**src/rtl/audioport_pkg.sv**
```systemverilog
// Shared constants and types for the audioport serial output stage.
package audioport_pkg;

    localparam int AUDIO_BITS     = 24;
    localparam int I2S_FRAME_BITS = 64;
    localparam int I2S_SLOT_BITS  = 32;

    typedef enum logic [1:0] {
        STOP = 2'd0,
        WAIT = 2'd1,
        RUN  = 2'd2
    } i2s_state_t;

    // One stereo sample as it sits in the input buffer: left in the upper half.
    typedef struct packed {
        logic [AUDIO_BITS-1:0] left;
        logic [AUDIO_BITS-1:0] right;
    } i2s_sample_t;

    // Word select for bit period b: high from one bit before the right slot
    // until one bit before the next frame (I2S one-bit lead).
    function automatic logic i2s_ws_bit(input logic [5:0] b);
        return (b >= 6'd31) && (b <= 6'd62);
    endfunction

    // Bit periods that carry sample data; everything else is padding zero.
    function automatic logic i2s_data_bit(input logic [5:0] b);
        return ((b >= 6'd1)  && (b <= 6'd24)) ||
               ((b >= 6'd33) && (b <= 6'd56));
    endfunction

endpackage

```
**src/rtl/i2s_sck_divider.sv**
```systemverilog
// Bit-clock divider for i2s_unit. Counts 0..SCK_DIV-1 while enabled and
// sits at 0 otherwise; sck_out is high for the upper half of the count.
// SCK_DIV must be even and >= 2.
module i2s_sck_divider #(
    parameter int SCK_DIV = 4
) (
    input  logic clk,
    input  logic rst_n,
    input  logic en,
    output logic sck_out,
    output logic fall_stb,
    output logic phase0
);

    localparam int            CW   = $clog2(SCK_DIV);
    localparam logic [CW-1:0] LAST = CW'(SCK_DIV - 1);
    localparam logic [CW-1:0] HALF = CW'(SCK_DIV / 2);

    logic [CW-1:0] cnt;
    logic [CW-1:0] cnt_nxt;

    // Next count: parked at 0 when disabled, wraps at the end of each period.
    always_comb begin
        cnt_nxt = '0;
        if (en && (cnt != LAST))
            cnt_nxt = cnt + 1'b1;
    end

    // Counter and registered bit clock, so sck_out tracks the count exactly.
    always_ff @(posedge clk or negedge rst_n) begin
        if (!rst_n) begin
            cnt     <= '0;
            sck_out <= 1'b0;
        end else begin
            cnt     <= cnt_nxt;
            sck_out <= (cnt_nxt >= HALF);
        end
    end

    // fall_stb marks the cycle whose closing edge is the sck falling edge.
    assign fall_stb = en && (cnt == LAST);
    assign phase0   = (cnt == '0);

endmodule

```
**src/rtl/i2s_unit.sv**
```systemverilog
// I2S master output stage (mclk domain). Double-buffers stereo samples
// delivered on tick_in and shifts them out as 64-bit I2S frames.
// Optional feature: define I2S_UNDERRUN_REPEAT_EN to repeat the previous
// frame's samples on underrun instead of sending zeros.
module i2s_unit
    import audioport_pkg::*;
#(
    parameter int SCK_DIV = 4
) (
    input  logic                  clk,
    input  logic                  rst_n,
    input  logic                  play_in,
    input  logic                  tick_in,
    input  logic [AUDIO_BITS-1:0] audio0_in,
    input  logic [AUDIO_BITS-1:0] audio1_in,
    output logic                  req_out,
    output logic                  sck_out,
    output logic                  ws_out,
    output logic                  sdo_out
);

    localparam int SW = 2 * AUDIO_BITS;

    i2s_state_t    state;
    logic          drain;
    i2s_sample_t   buf_q;
    logic          buf_valid;
    logic [SW-1:0] shreg;
    logic [SW-1:0] fill;
    logic [5:0]    bit_idx;
    logic [5:0]    bit_nxt;
    i2s_sample_t   sample_in;

    logic run;
    logic fall;
    logic phase0;
    logic frame_start;
    logic frame_end;
    logic stop_now;
    logic go_stop;

    assign sample_in.left  = audio0_in;
    assign sample_in.right = audio1_in;

    assign run         = (state == RUN);
    assign bit_nxt     = bit_idx + 6'd1;
    assign frame_start = run && phase0 && (bit_idx == 6'd0);
    assign frame_end   = fall && (bit_idx == 6'(I2S_FRAME_BITS - 1));
    // A stop request seen in the very last cycle still ends the frame cleanly.
    assign stop_now    = frame_end && (drain || !play_in);
    assign go_stop     = stop_now || ((state == WAIT) && !play_in);

    i2s_sck_divider #(
        .SCK_DIV (SCK_DIV)
    ) u_div (
        .clk      (clk),
        .rst_n    (rst_n),
        .en       (run),
        .sck_out  (sck_out),
        .fall_stb (fall),
        .phase0   (phase0)
    );

`ifdef I2S_UNDERRUN_REPEAT_EN
    logic [SW-1:0] last_q;

    // Remember what the last real frame carried so an underrun can replay it.
    always_ff @(posedge clk or negedge rst_n) begin
        if (!rst_n)
            last_q <= '0;
        else if (go_stop)
            last_q <= '0;
        else if (frame_start && buf_valid)
            last_q <= buf_q;
    end

    assign fill = last_q;
`else
    assign fill = '0;
`endif

    // Playback FSM. Entering RUN on the loading tick itself keeps the first
    // sck rise SCK_DIV/2+1 cycles after that tick. Once a stop is requested
    // in RUN, the drain flag holds it until the frame ends.
    always_ff @(posedge clk or negedge rst_n) begin
        if (!rst_n) begin
            state <= STOP;
            drain <= 1'b0;
        end else begin
            case (state)
                STOP: begin
                    drain <= 1'b0;
                    if (play_in)
                        state <= WAIT;
                end
                WAIT: begin
                    if (!play_in)
                        state <= STOP;
                    else if (tick_in || buf_valid)
                        state <= RUN;
                end
                RUN: begin
                    if (stop_now) begin
                        state <= STOP;
                        drain <= 1'b0;
                    end else if (!play_in) begin
                        drain <= 1'b1;
                    end
                end
                default: begin
                    state <= STOP;
                    drain <= 1'b0;
                end
            endcase
        end
    end

    // Sample request: once when playback is armed, then once per frame start.
    always_ff @(posedge clk or negedge rst_n) begin
        if (!rst_n)
            req_out <= 1'b0;
        else
            req_out <= ((state == STOP) && play_in) || frame_start;
    end

    // Input buffer. A tick always wins (latest sample), even in the frame-start
    // cycle where the shift register takes the previous contents.
    always_ff @(posedge clk or negedge rst_n) begin
        if (!rst_n) begin
            buf_q     <= '0;
            buf_valid <= 1'b0;
        end else if (go_stop || (state == STOP)) begin
            buf_valid <= 1'b0;
        end else if (tick_in) begin
            buf_q     <= sample_in;
            buf_valid <= 1'b1;
        end else if (frame_start) begin
            buf_valid <= 1'b0;
        end
    end

    // Bit index within the frame; advances on each sck falling edge.
    always_ff @(posedge clk or negedge rst_n) begin
        if (!rst_n)
            bit_idx <= '0;
        else if (!run)
            bit_idx <= '0;
        else if (fall)
            bit_idx <= bit_nxt;
    end

    // Frame serializer: load at frame start, then update ws/sdo only on the
    // falling edge for the bit period that is about to begin.
    always_ff @(posedge clk or negedge rst_n) begin
        if (!rst_n) begin
            shreg   <= '0;
            ws_out  <= 1'b0;
            sdo_out <= 1'b0;
        end else if (!run) begin
            ws_out  <= 1'b0;
            sdo_out <= 1'b0;
        end else if (frame_start) begin
            shreg <= buf_valid ? SW'(buf_q) : fill;
        end else if (fall) begin
            ws_out <= i2s_ws_bit(bit_nxt);
            if (i2s_data_bit(bit_nxt)) begin
                sdo_out <= shreg[SW-1];
                shreg   <= {shreg[SW-2:0], 1'b0};
            end else begin
                sdo_out <= 1'b0;
            end
        end
    end

endmodule

```
**config.mk**
```make
export PLATFORM = sky130hd
export DESIGN_NAME = i2s_unit
export DESIGN_NICKNAME = d
export VERILOG_FILES = /design/src/rtl/audioport_pkg.sv /design/src/rtl/i2s_sck_divider.sv /design/src/rtl/i2s_unit.sv
export SDC_FILE = /design/constraint.sdc
export NUM_CORES = 1
export LEC_CHECK = 0
export ABC_AREA = 0
export BUFFER_PORTS_ARGS = -buffer_cell sky130_fd_sc_hd__buf_2
export CAP_MARGIN = 20
export CORE_ASPECT_RATIO = 2
export CORE_MARGIN = 2
export CORE_UTILIZATION = 50
export CTS_CLUSTER_DIAMETER = 150
export CTS_CLUSTER_SIZE = 14
export DETAILED_ROUTE_END_ITERATION = 6
export PLACE_DENSITY_LB_ADDON = 0.08
export SLEW_MARGIN = 10
export SYNTH_ARGS = -nofsm -noshare
export SYNTH_HDL_FRONTEND = slang
export SYNTH_SLANG_ARGS = --single-unit
```
**constraint.sdc**
```tcl
create_clock -name clk -period 3.25 [get_ports clk]
set_clock_uncertainty 0.2 [all_clocks]
set_input_delay 0.4875 -clock clk [delete_from_list [all_inputs] [get_ports clk]]
set_output_delay 0.4875 -clock clk [all_outputs]
set_load 0.005 [all_outputs]
```
=== Yosys cells after proc, flatten, opt, wreduce, memory -nomap -nowiden ===
Index checks and enable logic that the tools add are counted.

* Shifts and indexed selects: 0
* Div/mod/pow operators: 0
* Reduce and logical (&&, ||, !) cells: 29
* Muxes and demuxes: 25
* $mul: 0
* Bitwise gates (word level): 2
* Equal/unequal tests: 11
* $lt $le $gt $ge: 7
* $add $sub $neg: 2

{| class="wikitable"
|+ Operator list
! operator !! count
|-
| two-way mux 48 bit || 4
|-
| <= comparator 6 bit, second input constant || 2
|-
| two-way mux 1 bit || 12
|-
| two-way mux 6 bit || 2
|-
| logical AND 1 bit || 11
|-
| two-way mux 2 bit || 5
|-
| adder 6 x 1 -> 6 bit, second input constant || 1
|-
| equality test 6 bit, second input constant || 1
|-
| >= comparator 6 x 1 -> 1 bit, second input constant || 1
|-
| >= comparator 6 x 5 -> 1 bit, second input constant || 1
|-
| >= comparator 6 bit, second input constant || 1
|-
| <= comparator 6 x 5 -> 1 bit, second input constant || 1
|-
| logical NOT 6 bit || 1
|-
| logical OR 1 bit || 6
|-
| != test 2 bit, second input constant || 3
|-
| != test 3 x 2 -> 1 bit, second input constant || 2
|-
| case mux 2 bit (3 select lines) || 1
|-
| AND reduction 2 bit || 3
|-
| AND reduction 3 bit || 2
|-
| equality test 2 bit, second input constant || 2
|-
| logical NOT 2 bit || 2
|-
| != test 2 x 1 -> 1 bit, second input constant || 2
|-
| nonzero test 2 bit || 2
|-
| nonzero test 3 bit || 1
|-
| other kinds (6) || 7
|}

* ROM bits: 0
* Bits in registers: 112
* Logic and storage cells: 88
* Bits in latches: 0
* Output and inout port bits: 4
* RAM bits: 0
* Memories: 0
* Input port bits: 52

=== Logic depth before layout (Yosys ltp) ===
Gate-level depths: netlist of run 1.

* Word-level depth: 8
* Depth in mapped cells: 10
* Mapped depth without buffers: 7

=== Hierarchy ===
Synthesis of run 1 repeated with hierarchy kept, for this count alone.

* Cells, all modules: 485
* Area, all modules: 5236.3 µm²

{| class="wikitable"
|+ By module, submodules not included
! module !! seq. area each (µm²) !! cells an instance !! times used !! area an instance (µm²)
|-
| i2s_unit || 2727.6 || 476 || 1 || 5124.9
|-
| i2s_sck_divider || 50.0 || 9 || 1 || 111.4
|}

=== Worst setup path after synthesis of run 1 ===
Ideal clock, no wire load.

* Kind: reg2reg
* Start point: register bit_idx[0]
* End point: register buf_q[22] in the netlist's numbering
* Slack: 0.767 ns
* Stages on the path, launching flop included: 10
* Buffers on the path: 3
* Setup time: 0.125 ns
* Period minus slack after synthesis: 2.483 ns
* Arrival time: 2.158 ns
* Required time: 2.925 ns
* Path through: dfrtp_1 > ha_1 > buf_2 > nand3_1 > nor3_1 > and3_1 > nor3b_1 > buf_2 > buf_4 > mux2_2

* Cells in the longest elaborated chain, start to end: 7

{| class="wikitable"
|+ Ends and longest elaborated chain
! element !! RTL line !! text
|-
| start, declared || i2s_unit.sv:30 || <nowiki>logic [5:0] bit_idx;</nowiki>
|-
| start signal, assigned || i2s_unit.sv:149 || <nowiki>bit_idx <= bit_nxt;</nowiki>
|-
| equality test 6 bit || i2s_unit.sv:48 || <nowiki>assign frame_end = fall && (bit_idx == 6'(I2S_FRAME_BITS - 1));</nowiki>
|-
| logical AND 1 bit || i2s_unit.sv:48 ||
|-
| logical AND 1 bit || i2s_unit.sv:50 || <nowiki>assign stop_now = frame_end && (drain || !play_in);</nowiki>
|-
| logical OR 1 bit || i2s_unit.sv:51 || <nowiki>assign go_stop = stop_now || ((state == WAIT) && !play_in);</nowiki>
|-
| logical OR 1 bit || i2s_unit.sv:132 || <nowiki>end else if (go_stop || (state == STOP)) begin</nowiki>
|-
| NOT 1 bit (no source line) || - ||
|-
| AND reduction 2 bit (no source line) || - ||
|-
| end signal, assigned || i2s_unit.sv:135 || <nowiki>buf_q <= sample_in;</nowiki>
|-
| end, declared || i2s_unit.sv:26 || <nowiki>i2s_sample_t buf_q;</nowiki>
|}

Every way passes these cells.
A chain may end at the register's enable or synchronous reset.

=== Final worst setup path of run 1 ===
* Start point: register bit_idx[0]
* End point: register shreg[30]

* Cells in the longest elaborated chain, start to end: 6
* Elaborated cells on any way between the ends: 14
* Those cells by class: add/sub (1); order compare (4); mux (1); reduce/logical (8)

{| class="wikitable"
|+ Ends and longest elaborated chain
! element !! RTL line !! text
|-
| adder 6 x 1 -> 6 bit || i2s_unit.sv:46 || <nowiki>assign bit_nxt = bit_idx + 6'd1;</nowiki>
|-
| >= comparator 6 x 1 -> 1 bit, or another cell as far along || audioport_pkg.sv:28 || <nowiki>return ((b >= 6'd1) && (b <= 6'd24)) ||</nowiki>
|-
| logical AND 1 bit, on equally long branches || audioport_pkg.sv:28, audioport_pkg.sv:29 ||
|-
| logical OR 1 bit || audioport_pkg.sv:28 ||
|-
| nonzero test 2 bit (no source line) || - ||
|-
| AND reduction 3 bit (no source line) || - ||
|-
| end signal, assigned || i2s_unit.sv:163 || <nowiki>shreg <= buf_valid ? SW'(buf_q) : fill;</nowiki>
|-
| end signal, assigned || i2s_unit.sv:168 || <nowiki>shreg <= {shreg[SW-2:0], 1'b0};</nowiki>
|-
| end, declared || i2s_unit.sv:28 || <nowiki>logic [SW-1:0] shreg;</nowiki>
|}

Several ways; a longest one is shown, not always the timed one.

==> results.cfg, run 1 <==
[yosys]
yosys_warnings = 0
avgSynthCellArea_sq_um = 12.32
yosysTopAreaCell = dfrtp_1
synth-seq-cells = 111
synth-async-reset-ratio = 1.000
synth_nets = 484
ys_top_cells_by_area = dfrtp_1, a22oi_1, mux2_2
synth_top_flop_cell = dfrtp_1
ys_seq_area_frac = 0.5293
synth_cell_types = 38
synth.top_cell.area_share = 0.5293
netlist_area_sq_um = 5248
synthCells = 426
synth_edf_count = 0

[clock_network]
cts_sinks = 111
cts_buffers = 9
cts-root-buf = clkbuf_16
clk_pin_slew_ns = 0.07
cts-resized-gates = 0
cts_tree = built
cts_buffer_depth = 2
clk_latency_ns = 0.34
postCtsSetupBuffers = 0
h-tree-depth = 3

[sta]
fin_crit_sh = 0.8707
worst_slack_ns = 0.4201
fin_crit_ns = 2.830
tns_ns = 0
hold_viol = 0
rsz0062_at_grt = false
slew_viol_final = 0
setup_viol_count_final = 0
max-slew-margin-rel = 0.3490
fmax_mhz = 353.4
tightest_slew_ns = 0.9765

[power]
power_density_nw_per_um2 = 829.2
p_leak_nw = 2.759
vdd_drop_max_mv = 0.7453
p_total_mw = 4.940

[detailed_routing]
first_iter_violations = 297
wl_per_cell_um = 16.73
vias = 3593
vias_per_cell = 5.949
drt-total-wl_um = 10110
ant_nets = 0
dr.pass1.iters = 5
drc_errors = 0

[worst_setup_path]
crit_type = reg -> reg
cp.required_ns = 3.31
startpoint_type = flip-flop
cp_max_fo = 22
end_kind = flip-flop
cp.arrival_ns = 2.89

[die]
die_h_um = 148.9
core_area_sq_um = 10340
die_width_um = 76.44
initial_core_util = 0.5073
rows = 53
ioPinCount = 56
dieArea_sq_um = 11380

[cells_and_area]
nFillCells = 902
final_nets = 520
final_common_cell = dfrtp_1
syn2layout_area_growth_pct = 13.54
drive_above_1_share = 0.2848
antennaDiodeCount = 0
layout_common_cells = dfrtp_1, a22oi_1, buf_2

[hold_path]
hp-class = in -> reg

[placement]
portBuffers = 55
hpwl_um = 6574
gp_congestion = 0.9122
pre_cts_slack_ns = 0.4496

[status]
run_status = finished clean

[global_routing]
grt_pass1_wl_um = 17160
grt-ovfl-total = 0
antenna_found_initial = 0
grtUsageTotal = 0.1863
first_global_vias = 3549
grt_max_degree = 98

[run]
cap_viol_max_count = 0
==> through the flow <==
step                      instance area [sq um]  hold WS, ns  cells  utilization
after CTS                                  5958       0.1546    604       0.5760
after global routing                       5958       0.1651    604       0.5760
after floorplan                            5248    -0.008091    426            -
final                                      5958       0.1715    604       0.5760
after detailed placement                   5617       0.2688    587       0.5429
after global placement                     5617       0.2461    587       0.5429
==> registers in the layout (all words and copies together) (netlist names) <==
signal     cells
shreg         48
u_div.cnt      2
req_out        1
state          2
buf_valid      1
buf_q         48
sdo_out        1
drain          1
ws_out         1
bit_idx        6
==> cells by family (layout without fill, tap and decap cells) <==
family,count (synthesis),in the layout,synth area share
DFF,111,111,0.5293
buffers and inverters,46,87,0.04339
muxes,96,96,0.1946
and+or+nand+nor,45,45,0.04506
AOI/OAI and AO/OA,117,117,0.1650
xor gates and xnor gates,5,5,0.008347
adders and majority gates,6,6,0.01431
==> path summary, 6_finish.rpt <==
kind,end,slack [ns],depth (start not counted),start
max,shreg[30],0.42,7,bit_idx[0]
min,buf_q[30],0.17,2,audio0_in[6]
max reg2reg,shreg[30],0.42,7,bit_idx[0]
min reg2reg,u_div.cnt[0],0.27,1,u_div.cnt[0]
max in group asynchronous,shreg[37],1.58,3,rst_n
min in group asynchronous,buf_q[9],0.52,2,rst_n
==> layer usage <==
metal  wire length [um]  global-route usage  vias to the layer above  share of wire
li1                   -                   -                     1682              -
met1               4346              0.2489                     1805           0.43
met2               5211              0.3058                       86           0.52
met3                342             0.02785                       20          0.034
met4                207             0.07545                        0          0.020
met5                  0                   0                        -              0
==> synthesized netlist by cell type (all sizes together), types with 3 or more instances <==
| cell | instances |
|---|---|
| a21oi | 5 |
| a22oi | 94 |
| and3 | 4 |
| buf | 20 |
| clkbuf | 18 |
| dfrtp | 111 |
| ha | 6 |
| inv | 8 |
| mux2 | 48 |
| mux2i | 48 |
| nand2 | 8 |
| nand2b | 3 |
| nand3 | 4 |
| nand4 | 3 |
| nor2 | 9 |
| nor3 | 3 |
| o21ai | 7 |
| xor2 | 3 |
==> layout make-up <==
class / instances / area, sq um / area share
Inverter: 8 / 30.03 / 0.005040
Clock buffer: 11 / 252.7 / 0.04242
Clock inverter: 5 / 78.83 / 0.01323
Timing Repair Buffer: 63 / 390.4 / 0.06552
Tap cell: 137 / 171.4 / 0.02877
Sequential cell: 111 / 2778 / 0.4662
Multi-Input combinational cell: 269 / 2257 / 0.3788
==> critical path: stages, from the launching register on <==
cell and delay, ns:
dfrtp_1 0.47, ha_1 0.44, nand3b_1 0.12, or4_1 0.41, nand3_1 0.10, a2111o_2 0.34
buf_4 0.42, mux2i_1 0.24
==> timing repair <==
| action | in CTS | in global routing |
|---|---|---|
| hold endpoints to repair | 9 | 0 |
| hold buffers | 1 | 0 |
| endpoints found under the setup margin | 0 | 0 |
==> report_power, final <==
part | internal [mW] | switching, mW
clock network | 0.717 | 0.472
registers | 1.96 | 0.414
logic | 0.741 | 0.635
No activity file was read; power rests on OpenSTA's default activity.
==> inputs of run 2 (changes only) <==
--- a/config.mk
+++ b/config.mk
@@ -9,7 +9,7 @@
 export BUFFER_PORTS_ARGS = -buffer_cell sky130_fd_sc_hd__buf_2
 export CAP_MARGIN = 20
 export CORE_ASPECT_RATIO = 2
-export CORE_MARGIN = 2
+export CORE_MARGIN = 1
 export CORE_UTILIZATION = 50
 export CTS_CLUSTER_DIAMETER = 150
 export CTS_CLUSTER_SIZE = 14
==> results.cfg, run 2 (synthesis results as in run 1) <==
[cells_and_area]
reg_top3 = buf_q (48), shreg (48), bit_idx (6)
design_area_sq_um = 5946
final_common_cell = dfrtp_1
nFillCells = 904
drive_above_1_share = 0.2878
layout_common_cells = dfrtp_1, a22oi_1, buf_2
final_nets = 522
antennaDiodeCount = 0
regArea_sq_um = 2778
multi_input_area_sq_um = 2257
fin_util = 0.5858
syn2layout_area_growth_pct = 13.30

[run]
cap_viol_max_count = 0

[sta]
rsz0062_at_grt = false
fin_crit_ns = 2.598
tightest_slew_ns = 0.9715
fmax_mhz = 385.0
max-slew-margin-rel = 0.3523
hold_viol = 0
fin_crit_sh = 0.7992
tns_ns = 0
finalHoldWorstSlack_ns = 0.1639
worst_slack_ns = 0.6524
slew_viol_final = 0
setup_viol_count_final = 0

[worst_setup_path]
r2r-end = buf_q[30]
crit_type = reg -> reg
worst-path-stages = 7
cp.arrival_ns = 2.63
crit_chain = ha_1, nand3_1, nor3_1, and3_1, nor3b_2, buf_4, mux2_2
cp_max_fo = 29
cpPeakStageDelay_ns = 0.45
startpoint_type = flip-flop
end_kind = flip-flop
r2r_slack_ns = 0.65
cp.required_ns = 3.29
reg2reg_depth = 7
timing.rr.start = bit_idx[0]
cp_slowest_cell = dfrtp_1
path_delay_family = simple AND/OR/NAND/NOR gates
cp_num_buf_inv = 1

[power]
p_switching_mw = 1.567
power.internal_mw = 3.298
power_density_nw_per_um2 = 818.2
switching_share = 0.3221
p_leak_nw = 2.744
pwr-share-clk = 0.229
combinationalPowerShare = 0.280
vdd_drop_max_mv = 0.5418
pwr-share-seq = 0.490

[clock_network]
postCtsSetupBuffers = 0
cts_tree = built
clk_pin_slew_ns = 0.07
cts_buffer_depth = 2
clk_latency_ns = 0.35
cts_buffers = 9
cts_sinks = 111
cts-resized-gates = 0
cts-root-buf = clkbuf_16
h-tree-depth = 3

[die]
core_area_sq_um = 10150
dieArea_sq_um = 10930
initial_core_util = 0.5170
ioPinCount = 56
die_width_um = 74.44
rows = 52
die_h_um = 146.9

[detailed_routing]
met2_length_um = 5599
ant_nets = 0
highest_layer = met4
wl_per_cell_um = 16.82
vias_per_cell = 5.906
wl_met1_um = 4116
wl_met3_um = 220
drt-total-wl_um = 10160
vias = 3567
first_iter_violations = 233
dr.pass1.iters = 5
drc_errors = 0

[global_routing]
grt_max_degree = 98
first_global_vias = 3651
antenna_found_initial = 0
grt_pass1_wl_um = 16970
grtUsageTotal = 0.2015
grt-ovfl-total = 0

[hold_path]
whs_endpoint = buf_q[45]
hp-class = in -> reg
min_path_cells = 2
worstHoldStart = audio0_in[21]

[status]
run_status = finished clean

[placement]
postPlaceCellArea_sq_um = 5629
pre_cts_slack_ns = 0.6532
portBuffers = 55
hpwl_um = 6949
gp_congestion = 0.7599
==> run 2: cell count changes in the layout (fill, tap and decap cells not counted) <==
cell,change
clkinv_2,-2
clkbuf_8,-2
clkinvlp_4,+3
bufinv_16,-1
buf_4,+2
inv_6,-1
clkinv_4,+2
inv_8,+1
==> run 2: area by class of cell <==
class                      instances  share of cell area
tap                              135             0.02841
clock buffer                       9             0.03788
inverter                           8            0.005051
clock inverter                     7             0.01368
timing repair buffer              65             0.06818
multi-input combinational        269              0.3796
sequential                       111              0.4672
==> run 2: worst register-to-register path: stages, from the launching register on <==
cell     delay (ns)
dfrtp_1        0.45
ha_1           0.37
nand3_1        0.18
nor3_1         0.09
and3_1         0.21
nor3b_2        0.20
buf_4          0.39
mux2_2         0.40
==> run 2: repair_timing <==
action | in CTS | in global routing
hold endpoints to repair | 35 | 0
setup endpoints to repair | 0 | 0
hold buffers | 1 | 0
==> run 2: worst max-delay path by stage <==
stage / from / end
floorplan: bit_idx[0] / buf_q[22]
global route: bit_idx[0] / shreg[43]
global placement: bit_idx[0] / buf_q[1]
CTS: bit_idx[0] / buf_q[46]
finish: bit_idx[0] / buf_q[30]
detailed placement: bit_idx[0] / buf_q[30]
==> run 2: power groups by stage <==
stage / sequential [mW] / clock [mW] / combinational, mW
floorplan: 2.26 / 0 / 1.13
global placement: 2.39 / 0 / 1.31
detailed placement: 2.42 / 0 / 1.39
CTS: 2.39 / 1.15 / 1.39
global route: 2.47 / 1.19 / 1.52
finish: 2.38 / 1.12 / 1.36
==> run 2: stage by stage <==
stage	total power, mW	cells
after floorplan	3.396	426
after global placement	3.704	587
after detailed placement	3.808	587
after CTS	4.936	604
after global routing	5.178	604
final	4.865	604
==> run 2: layer usage <==
metal | track usage | up-vias
li1 | - | 1683
met1 | 0.2366 | 1812
met2 | 0.3532 | 59
met3 | 0.02332 | 13
met4 | 0.09434 | 0
met5 | 0 | -
==> inputs of run 3 (changes only) <==
==> constraint.sdc (replaced) <==
create_clock -name clk -period 2.5 [get_ports clk]
set_clock_uncertainty 0.2 [all_clocks]
set_input_delay 0.375 -clock clk [delete_from_list [all_inputs] [get_ports clk]]
set_output_delay 0.375 -clock clk [all_outputs]
set_load 0.005 [all_outputs]
==> results.cfg, run 3 (synthesis results as in run 1) <==
[detailed_routing]
vias = 3694
vias_per_cell = 5.997
first_iter_violations = 243
wl_per_cell_um = 17.52
drc_errors = 0
dr.pass1.iters = 5
ant_nets = 0
drt-total-wl_um = 10800

[die]
initial_core_util = 0.5170
rows = 52
ioPinCount = 56
die_h_um = 146.9
die_width_um = 74.44
dieArea_sq_um = 10930
core_area_sq_um = 10150

[cells_and_area]
syn2layout_area_growth_pct = 17.02
antennaDiodeCount = 0
nFillCells = 861
final_nets = 534
reg_top3 = buf_q (48), shreg (48), bit_idx (6)
design_area_sq_um = 6141
final_common_cell = dfrtp_1
fin_util = 0.6050
layout_common_cells = dfrtp_1, a22oi_1, buf_2
drive_above_1_share = 0.3202

[global_routing]
use_met1 = 0.2499
first_global_vias = 3735
antenna_found_initial = 1
grt_pass1_wl_um = 17570
grtUsageMet2 = 0.3491
met3_usage = 0.03292
grt_max_degree = 55
grt-ovfl-total = 0
grtUsageTotal = 0.2068
grt.busiest_layer = met2

[worst_setup_path]
cp_slowest_cell = a2111o_2
cp.required_ns = 2.52
cpPeakStageDelay_ns = 0.52
cp.arrival_ns = 2.44
crit_chain = inv_2, ha_2, nor4_2, nor2_1, a2111o_2, buf_12, clkbuf_16, mux2i_1
cp_max_fo = 13
path_delay_family = compound AO/OA/AOI/OAI gates
startpoint_type = flip-flop
end_kind = flip-flop
crit_type = reg -> reg
cp_num_buf_inv = 3

[clock_network]
clk_pin_slew_ns = 0.07
cts_buffers = 9
cts_tree = built
cts-root-buf = clkbuf_16
clk_latency_ns = 0.35
cts_sinks = 111
cts_buffer_depth = 2
h-tree-depth = 3

[sta]
slew_viol_final = 0
finalHoldWorstSlack_ns = 0.05129
fin_crit_sh = 0.9667
hold_viol = 0
fmax_mhz = 413.8
tightest_slew_ns = 0.5699
max-slew-margin-rel = 0.6200
setup_viol_count_final = 0
worst_slack_ns = 0.08323
fin_crit_ns = 2.417

[run]
cap_viol_max_count = 0

[placement]
portBuffers = 55
hpwl_um = 6953
pre_cts_slack_ns = -0.01160
gp_congestion = 0.8109
postPlaceCellArea_sq_um = 5679

[power]
vdd_drop_max_mv = 0.5814
power_density_nw_per_um2 = 1042
p_leak_nw = 2.834

[hold_path]
hp-class = in -> reg

[status]
run_status = finished clean
run 3: worst register-to-register path: stages (launching register included):
cell,delay (ns)
dfrtp_2,0.46
inv_2,0.11
ha_2,0.31
nor4_2,0.15
nor2_1,0.07
a2111o_2,0.52
buf_12,0.17
clkbuf_16,0.18
mux2i_1,0.13
run 3: worst paths after layout:
kind,from,to,slack [ns],cells past startpoint
min reg2reg,u_div.cnt[0],u_div.cnt[0],0.26,1
max in group asynchronous,rst_n,shreg[14],1.08,3
max,bit_idx[0],shreg[18],0.08,8
min in group asynchronous,rst_n,req_out,0.37,2
max reg2reg,bit_idx[0],shreg[18],0.08,8
min,audio1_in[21],buf_q[21],0.05,2
run 3: area by class of cell:
type                       count  area, sq um  share of cell area
timing repair buffer          77        575.6             0.09372
tap                          135        168.9             0.02751
inverter                       8        30.03            0.004890
sequential                   111         2780              0.4527
clock inverter                 6        70.07             0.01141
clock buffer                  10        229.0             0.03729
multi-input combinational    269         2287              0.3725
run 3: stage by stage:
stage	setup TNS [ns]	total power, mW	cells
CTS	-0.3145	6.415	609
global placement	0	4.833	592
finish	0	6.399	616
floorplan	0	4.414	426
detailed placement	-0.03109	4.957	592
global route	-0.04444	6.837	616
run 3: routing by layer:
| layer | part of all wire | up-vias |
|---|---|---|
| li1 | - | 1706 |
| met1 | 0.40 | 1908 |
| met2 | 0.55 | 64 |
| met3 | 0.028 | 16 |
| met4 | 0.024 | 0 |
| met5 | 0 | - |
run 3: timing repair:
item | in CTS | in global routing
hold buffers | 1 | 0
endpoints found under the setup margin | 26 | 96
gates cloned | 0 | 3
gates resized for setup | 0 | 19
pin swaps | 0 | 1
buffers inserted | 0 | 4
endpoints found under the hold margin | 39 | 0
run 3: power breakdown:
group,switching [mW],internal [mW]
Sequential,0.553,2.55
Combinational,0.846,1.01
Clock,0.653,0.785
